**config.mk**
```make
export PLATFORM = sky130hd
export DESIGN_NAME = jtag_host
export DESIGN_NICKNAME = d
export VERILOG_FILES = /design/src/rtl/jtag_host.sv
export SDC_FILE = /design/constraint.sdc
export NUM_CORES = 1
export LEC_CHECK = 0
export ABC_AREA = 0
export BUFFER_PORTS_ARGS = -buffer_cell sky130_fd_sc_hd__buf_2
export CAP_MARGIN = 20
export CELL_PAD_IN_SITES_DETAIL_PLACEMENT = 0
export CELL_PAD_IN_SITES_GLOBAL_PLACEMENT = 1
export CORE_MARGIN = 3
export CORE_UTILIZATION = 46
export DETAILED_ROUTE_END_ITERATION = 8
export PLACE_DENSITY_LB_ADDON = 0.1
export SLEW_MARGIN = 25
export SYNTH_ARGS = -nofsm -noshare
export SYNTH_HDL_FRONTEND = slang
export SYNTH_SLANG_ARGS = --single-unit
```
**constraint.sdc**
```tcl
create_clock -name TCK -period 11.65 [get_ports TCK]
set_input_delay 3.495 -clock TCK [delete_from_list [all_inputs] [get_ports TCK]]
set_output_delay 3.495 -clock TCK [all_outputs]
set_load 0.03 [all_outputs]
```
**src/rtl/jtag_host.sv**
```systemverilog
// jtag_host: host-side IEEE 1149.1 driver. Accepts one scan command at a time
// and walks the target TAP through reset, IR scan, DR scan or idle sequences,
// collecting TDO into a parallel result word.
//
// Optional build macro: JTAG_HOST_TDO_RETIME_EN
//   When defined, TDO bit i is taken one TCK rising edge after shift edge i,
//   for targets whose TDO passes through an extra TCK-clocked output flop.
//
// Parameters:
//   DR_MAX  maximum DR scan length in bits (width of din/dout)
//   IR_LEN  target instruction register length in bits
//
// Ports:
//   TCK     single clock, shared with the target
//   TRST    asynchronous active-high reset (aborts any command)
//   start   command strobe, sampled on TCK rising edge while not busy
//   op      00 TAP reset, 01 IR scan, 10 DR scan, 11 idle cycles
//   len     DR scan length / idle count (clamped to DR_MAX)
//   din     TDI data, shifted LSB first
//   busy    command in progress
//   done    one-cycle completion pulse
//   dout    captured TDO, LSB = first bit out
//   TMS     to target TMS (launched on TCK falling edge)
//   TDI     to target TDI (launched on TCK falling edge)
//   TDO_in  from target TDO
module jtag_host #(
    parameter int DR_MAX = 64,
    parameter int IR_LEN = 2
) (
    input  logic              TCK,
    input  logic              TRST,
    input  logic              start,
    input  logic [1:0]        op,
    input  logic [6:0]        len,
    input  logic [DR_MAX-1:0] din,
    output logic              busy,
    output logic              done,
    output logic [DR_MAX-1:0] dout,
    output logic              TMS,
    output logic              TDI,
    input  logic              TDO_in
);

    localparam int MAXN = (DR_MAX > IR_LEN) ? DR_MAX : IR_LEN;
    localparam int CWN  = $clog2(MAXN + 8);
    localparam int CW   = (CWN > 8) ? CWN : 8;

    localparam logic [CW-1:0] DR_MAX_C = CW'(DR_MAX);
    localparam logic [CW-1:0] IR_LEN_C = CW'(IR_LEN);

    localparam logic [2:0] ST_IDLE  = 3'd0;
    localparam logic [2:0] ST_PRE   = 3'd1;
    localparam logic [2:0] ST_SHIFT = 3'd2;
    localparam logic [2:0] ST_POST  = 3'd3;
    localparam logic [2:0] ST_WAIT  = 3'd4;
    localparam logic [2:0] ST_RST   = 3'd5;
    localparam logic [2:0] ST_DONE  = 3'd6;

    // Pre-shift TMS patterns, bit k = TMS on target edge k+1.
    localparam logic [4:0] PAT_IR  = 5'b00011; // 1,1,0,0 -> Shift-IR
    localparam logic [4:0] PAT_DR  = 5'b00001; // 1,0,0   -> Shift-DR
    localparam logic [4:0] PAT_DR0 = 5'b01101; // 1,0,1,1,0 -> Capture, Exit1, Update, Idle

    logic [2:0]        state;
    logic [CW-1:0]     cnt;
    logic [CW-1:0]     wait_n;
    logic [CW-1:0]     shift_last;
    logic [2:0]        pre_last;
    logic [4:0]        pre_pat;
    logic              has_shift;
    logic [DR_MAX-1:0] data_q;

    logic              tms_q;
    logic              tdi_q;
    logic              tms_nxt;
    logic              tdi_nxt;

    logic [CW-1:0]     len_ext;
    logic [CW-1:0]     len_c;
    logic              can_accept;
    logic [DR_MAX-1:0] samp_mask;

`ifdef JTAG_HOST_TDO_RETIME_EN
    logic [DR_MAX-1:0] rt_mask;
`endif

    assign len_ext    = CW'(len);
    assign len_c      = (len_ext > DR_MAX_C) ? DR_MAX_C : len_ext;
    assign can_accept = (state == ST_IDLE) || (state == ST_DONE);

    // One-hot position of the bit being shifted on the coming target edge.
    assign samp_mask = (state == ST_SHIFT) ? (DR_MAX'(1) << cnt) : '0;

    // Value to launch on the next falling edge, i.e. what the target sees on
    // its next rising edge. Outside a command the last TMS level is held so
    // the target stays parked wherever the previous command left it.
    always_comb begin
        tms_nxt = tms_q;
        tdi_nxt = 1'b0;
        case (state)
            ST_RST:   tms_nxt = (cnt != CW'(5));
            ST_PRE:   tms_nxt = pre_pat[cnt[2:0]];
            ST_SHIFT: begin
                tms_nxt = (cnt == shift_last);
                tdi_nxt = data_q[0];
            end
            ST_POST:  tms_nxt = (cnt == '0);
            // A zero-length idle command spends its single cycle without
            // disturbing the target, so TMS keeps its current level.
            ST_WAIT:  tms_nxt = (wait_n == '0) ? tms_q : 1'b0;
            default:  tms_nxt = tms_q;
        endcase
    end

    always_ff @(posedge TCK or posedge TRST) begin
        if (TRST) begin
            state      <= ST_IDLE;
            cnt        <= '0;
            wait_n     <= '0;
            shift_last <= '0;
            pre_last   <= '0;
            pre_pat    <= '0;
            has_shift  <= 1'b0;
            data_q     <= '0;
            dout       <= '0;
`ifdef JTAG_HOST_TDO_RETIME_EN
            rt_mask    <= '0;
`endif
        end else begin
            // TDO capture; dout is cleared on acceptance, so OR-in is enough.
`ifdef JTAG_HOST_TDO_RETIME_EN
            dout    <= dout | (rt_mask & {DR_MAX{TDO_in}});
            rt_mask <= samp_mask;
`else
            dout    <= dout | (samp_mask & {DR_MAX{TDO_in}});
`endif
            case (state)
                ST_IDLE, ST_DONE: begin
                    if (start) begin
                        cnt    <= '0;
                        data_q <= din;
                        dout   <= '0;
                        wait_n <= len_c;
                        case (op)
                            2'b00: state <= ST_RST;
                            2'b01: begin
                                state      <= ST_PRE;
                                pre_pat    <= PAT_IR;
                                pre_last   <= 3'd3;
                                shift_last <= IR_LEN_C - CW'(1);
                                has_shift  <= 1'b1;
                            end
                            2'b10: begin
                                state <= ST_PRE;
                                if (len_c != '0) begin
                                    pre_pat    <= PAT_DR;
                                    pre_last   <= 3'd2;
                                    shift_last <= len_c - CW'(1);
                                    has_shift  <= 1'b1;
                                end else begin
                                    pre_pat    <= PAT_DR0;
                                    pre_last   <= 3'd4;
                                    shift_last <= '0;
                                    has_shift  <= 1'b0;
                                end
                            end
                            default: state <= ST_WAIT;
                        endcase
                    end else begin
                        state <= ST_IDLE;
                    end
                end
                ST_RST: begin
                    if (cnt == CW'(5)) state <= ST_DONE;
                    else cnt <= cnt + CW'(1);
                end
                ST_PRE: begin
                    if (cnt[2:0] == pre_last) begin
                        cnt   <= '0;
                        state <= has_shift ? ST_SHIFT : ST_DONE;
                    end else begin
                        cnt <= cnt + CW'(1);
                    end
                end
                ST_SHIFT: begin
                    data_q <= data_q >> 1;
                    if (cnt == shift_last) begin
                        cnt   <= '0;
                        state <= ST_POST;
                    end else begin
                        cnt <= cnt + CW'(1);
                    end
                end
                ST_POST: begin
                    if (cnt == CW'(1)) state <= ST_DONE;
                    else cnt <= cnt + CW'(1);
                end
                ST_WAIT: begin
                    if ((wait_n == '0) || (cnt == wait_n - CW'(1))) state <= ST_DONE;
                    else cnt <= cnt + CW'(1);
                end
                default: state <= ST_IDLE;
            endcase
        end
    end

    // Falling-edge launch: target samples half a cycle later, no hold race.
    always_ff @(negedge TCK or posedge TRST) begin
        if (TRST) begin
            tms_q <= 1'b1;
            tdi_q <= 1'b0;
        end else begin
            tms_q <= tms_nxt;
            tdi_q <= tdi_nxt;
        end
    end

    assign TMS  = tms_q;
    assign TDI  = tdi_q;
    assign busy = !can_accept;
    assign done = (state == ST_DONE);

endmodule

```
Yosys cells after proc, flatten, opt, wreduce, memory -nomap -nowiden
Index checks and enable logic that the tools add are counted.
- muxes and demuxes: 35
- bitwise gates (word level): 2
- shifts and indexed selects: 1
- equal/unequal tests: 24
- reduce and logical (&&, ||, !) cells: 20
- magnitude comparators: 2
- $add $sub $neg: 3
- operator list (kind ; count):
    $mux 64 ; 4
    $pmux 64 s2 ; 1
    $and 64x64->64 ; 1
    $or 64x64->64 ; 1
    $shl 1x8->64 const A ; 1
    $mux 8 ; 7
    $pmux 8 s6 ; 1
    $mux 3 ; 8
    $ne 2x2->1 const B ; 9
    $pmux 3 s6 ; 1
    $eq 8x8->1 ; 2
    $logic_not 8->1 ; 2
    $pmux 8 s2 ; 1
    $pmux 3 s2 ; 2
    $pmux 5 s2 ; 1
    $reduce_and 5->1 ; 2
    $eq 3x3->1 const B ; 3
    $add 8x1->8 const B ; 1
    $eq 8x1->1 const B ; 1
    $eq 8x3->1 const B ; 1
    $ne 8x3->1 const B ; 1
    $reduce_bool 8->1 ; 1
    $sub 7x1->8 const B ; 1
    $sub 8x1->8 const B ; 1
    other kinds (24) ; 33
- register bits after elaboration: 166
- word-level logic and storage cells: 98
- bits of input ports: 77

Logic depth before layout (Yosys ltp)
- depth in word-level cells: 6
- mapped depth: 9

==> summary.txt <==
Final layout
  • Proportion of layout cells with a drive suffix above 1: 21.6%
  • Commonest non-fill, non-tap cell in the layout: dfrtp_1
  • Nets: 985
  • Most frequent cells in the layout: dfrtp_1 (158), buf_2 (144), nor2_1 (104)
  • FF/Latch Area: 4010 um2
  • Antenna Cells: 0
  • Area grow syn2layout: 19.1%
  • Util after Layout: 56.2%
  • Multi-input logic area: 3270 um2
  • Fill count: 1,470

Routing
  • Detailed Route WL: between 15 and 20 mm
  • Routed WL per cell: 16.0 um
  • Detailed-route DRC error count: 0
  • Post-DRT Antenna Nets: 0
  • Initial DRT Pass Iterations: 5
  • Vias: 5,987
  • Starting DRT DRC Count: between 300 and 400
  • Via-per-instance ratio: 5.30

Worst setup path
  • Critical path endpoint category: output pin
  • Delay-heaviest family, CP: flip-flops
  • CP peak stage delay: between 0.5 and 0.6 ns
  • Data arrival, critical path: 7.01 ns
  • WP buf/inv: 1
  • CP Class: reg2out
  • Crit-path slowest cell: dfstp_2
  • Cell Chain, Critical Path: buf_2
  • Crit path required time: 8.16 ns
  • CP startpoint kind: flop
  • Largest fanout on the critical path: 3

Logic synthesis
  • Yosys warns: 0
  • Post-synth top flop: dfrtp_1
  • Post-synth EDFFs: 0
  • Seq/Total Area, Yosys: 53.4%
  • Avg Cell Area, Syn: between 9 and 10 um2
  • Count of different cell masters after synthesis: 57
  • #FFs+latches synth: 160
  • Post-synthesis instance area: 7490 um2
  • Synthesized netlist cell count: between 700 and 800
  • Net Count, Synth: 863
  • Asr flop ratio synth: between 90% and 100%

Clock network
  • Worst-path clk slew: 0.06 ns
  • Sink Count: 160
  • CTS Hold Bufs: 0
  • Level count of the clock H-tree: 4
  • Max clock buf depth: 2
  • Post-cts resize count: 0
  • Post-CTS setup buffer count: 0
  • TritonCTS Buffers: 17
  • Clock latency on the worst-skew pair: 0.44 ns
  • CTS Root Cell: clkbuf_16
  • CTS tree: done

Power and ir drop
  • Share of power burned in registers: 39.2%
  • Internal power: 1.30 mW
  • Clk pwr share: 24.9%
  • PwrDens: between 200 and 250 nW/um2
  • Comb pwr share: 35.9%
  • Worst vdd ir: 0.000122 V
  • Static leakage: 4.55 nW
  • Sw frac: 39.2%
  • Power Total: around 2.1 mW
  • NetSw: 840 uW

Place
  • Post-DP HPWL: 12.6 mm
  • GPL Wtd Cong: 0.833
  • Port bufs: 144

Flow run
  • Max_cap viols: 0

Die
  • Die Y: 134 um
  • Placeable core area: 15,900 um2
  • Initial core utilization: about 47%
  • Die area: 17,900 um2
  • Rows: 46
  • Num ports: roughly 150
  • Die X: 134 um

Hold path
  • Worst hold path type: reg2reg

Global routing
  • First-pass GRT wire length: 29.6 mm
  • Initial antenna violation count: 3
  • Total grt overflow: 0
  • Vias in the first global route: about 5,900
  • Largest net degree at the start of global routing: 130
  • Total track usage: 20.7%

Timing
  • Worst Max-Slew Pin Slew: 0.956 ns
  • Max Slew Vio Count: 0
  • Setup_tns: 0 ns
  • Setup-failing EPs final: 0
  • Final Hold Viols: 0
  • Fin Clk Skew: 0.0240 ns
  • RSZ-0062 raised after global routing: no
  • Worst rel slew slack: between 30% and 40%

Status
  • Status: completed
[sequential cells by signal, summed over array words and instances (netlist names)]
name and flops:
TDI 1, TMS 1, cnt 8, data_q 64
dout 64, pre_last 2, pre_pat 2, shift_last 8
state 3, wait_n 7
[per-stage QoR]
stage / hold slack (ns) / instances / worst slack, ns / instance area (um2)
final: 0.468 / 1129 / 1.14 / 8920
after global routing: 0.491 / 1129 / 1.12 / 8920
after CTS: 0.470 / 1129 / 1.13 / 8920
after floorplan: 0.434 / 778 / 0.417 / 7500
after detailed placement: 0.452 / 1097 / 1.60 / 8360
after global placement: 0.448 / 1097 / 1.60 / 8360
[worst paths after layout]
path / start / depth (start not counted) / to / slack [ns]
setup / recovery: TMS$_DFFE_NP1P_ / 1 / TMS / 1.14
hold / removal: pre_pat[0]$_DFFE_PP0P_ / 1 / pre_pat[0]$_DFFE_PP0P_ / 0.47
setup reg to reg: wait_n[0]$_DFFE_PP0P_ / 6 / TMS$_DFFE_NP1P_ / 3.50
hold reg to reg: pre_pat[0]$_DFFE_PP0P_ / 1 / pre_pat[0]$_DFFE_PP0P_ / 0.47
max in group asynchronous: TRST / 2 / TMS$_DFFE_NP1P_ / 2.64
min in group asynchronous: TRST / 3 / cnt[1]$_DFFE_PP0P_ / 3.35
[routing by layer]
| metal | vias to the layer above | track usage (%) | wire length, um | share of wire, % |
|---|---|---|---|---|
| met3 | 43 | 5.44 | 1150 | 6.4 |
| met5 | - | 0 | 37 | 0.20 |
| met4 | 6 | 7.77 | 411 | 2.3 |
| li1 | 2916 | - | - | - |
| met1 | 2838 | 27.2 | 7800 | 43 |
| met2 | 184 | 33.0 | 8650 | 48 |
[layout make-up]
class	count	area share [%]
Sequential cell	160	44.9
Multi-Input combinational cell	560	36.6
Timing Repair Buffer	150	8.63
Clock buffer	18	4.81
Tap cell	216	3.03
Clock inverter	15	1.53
Inverter	10	0.463
[kinds of logic (layout without fill, tap and decap cells)]
logic type	Yosys count	in the layout	synth area share, %
AOI/OAI and AO/OA	194	194	14.9
xor gates and xnor gates	19	19	2.22
DFF	160	160	53.4
adders and majority gates	9	9	1.47
buffers and inverters	58	193	3.09
and+or+nand+nor	272	272	16.0
muxes	66	66	8.83
[power groups by stage]
stage	clock network, mW	logic [mW]	registers [mW]
global placement	0.00107	0.749	0.840
finish	0.534	0.768	0.839
CTS	0.545	0.772	0.839
floorplan	0.00107	0.607	0.818
detailed placement	0.00107	0.770	0.847
global route	0.574	0.863	0.861
[cell usage after synthesis, types with 5 or more instances]
cell | instances | area share (%)
ha_1 | 8 | 1.3
clkbuf_1 | 34 | 1.7
nor3b_1 | 5 | 0.50
o21ai_0 | 86 | 5.7
nand2_1 | 103 | 5.2
nor3_1 | 7 | 0.47
nand3_1 | 6 | 0.40
nor2_1 | 105 | 5.3
nor2b_1 | 6 | 0.50
inv_1 | 11 | 0.55
o31ai_1 | 6 | 0.60
xor2_1 | 15 | 1.8
mux2i_1 | 65 | 8.7
a21oi_1 | 71 | 4.7
buf_2 | 11 | 0.73
nand2b_1 | 11 | 0.92
dfrtp_1 | 158 | 53
or3_1 | 5 | 0.42
No activity file was read; power rests on OpenSTA's default activity.
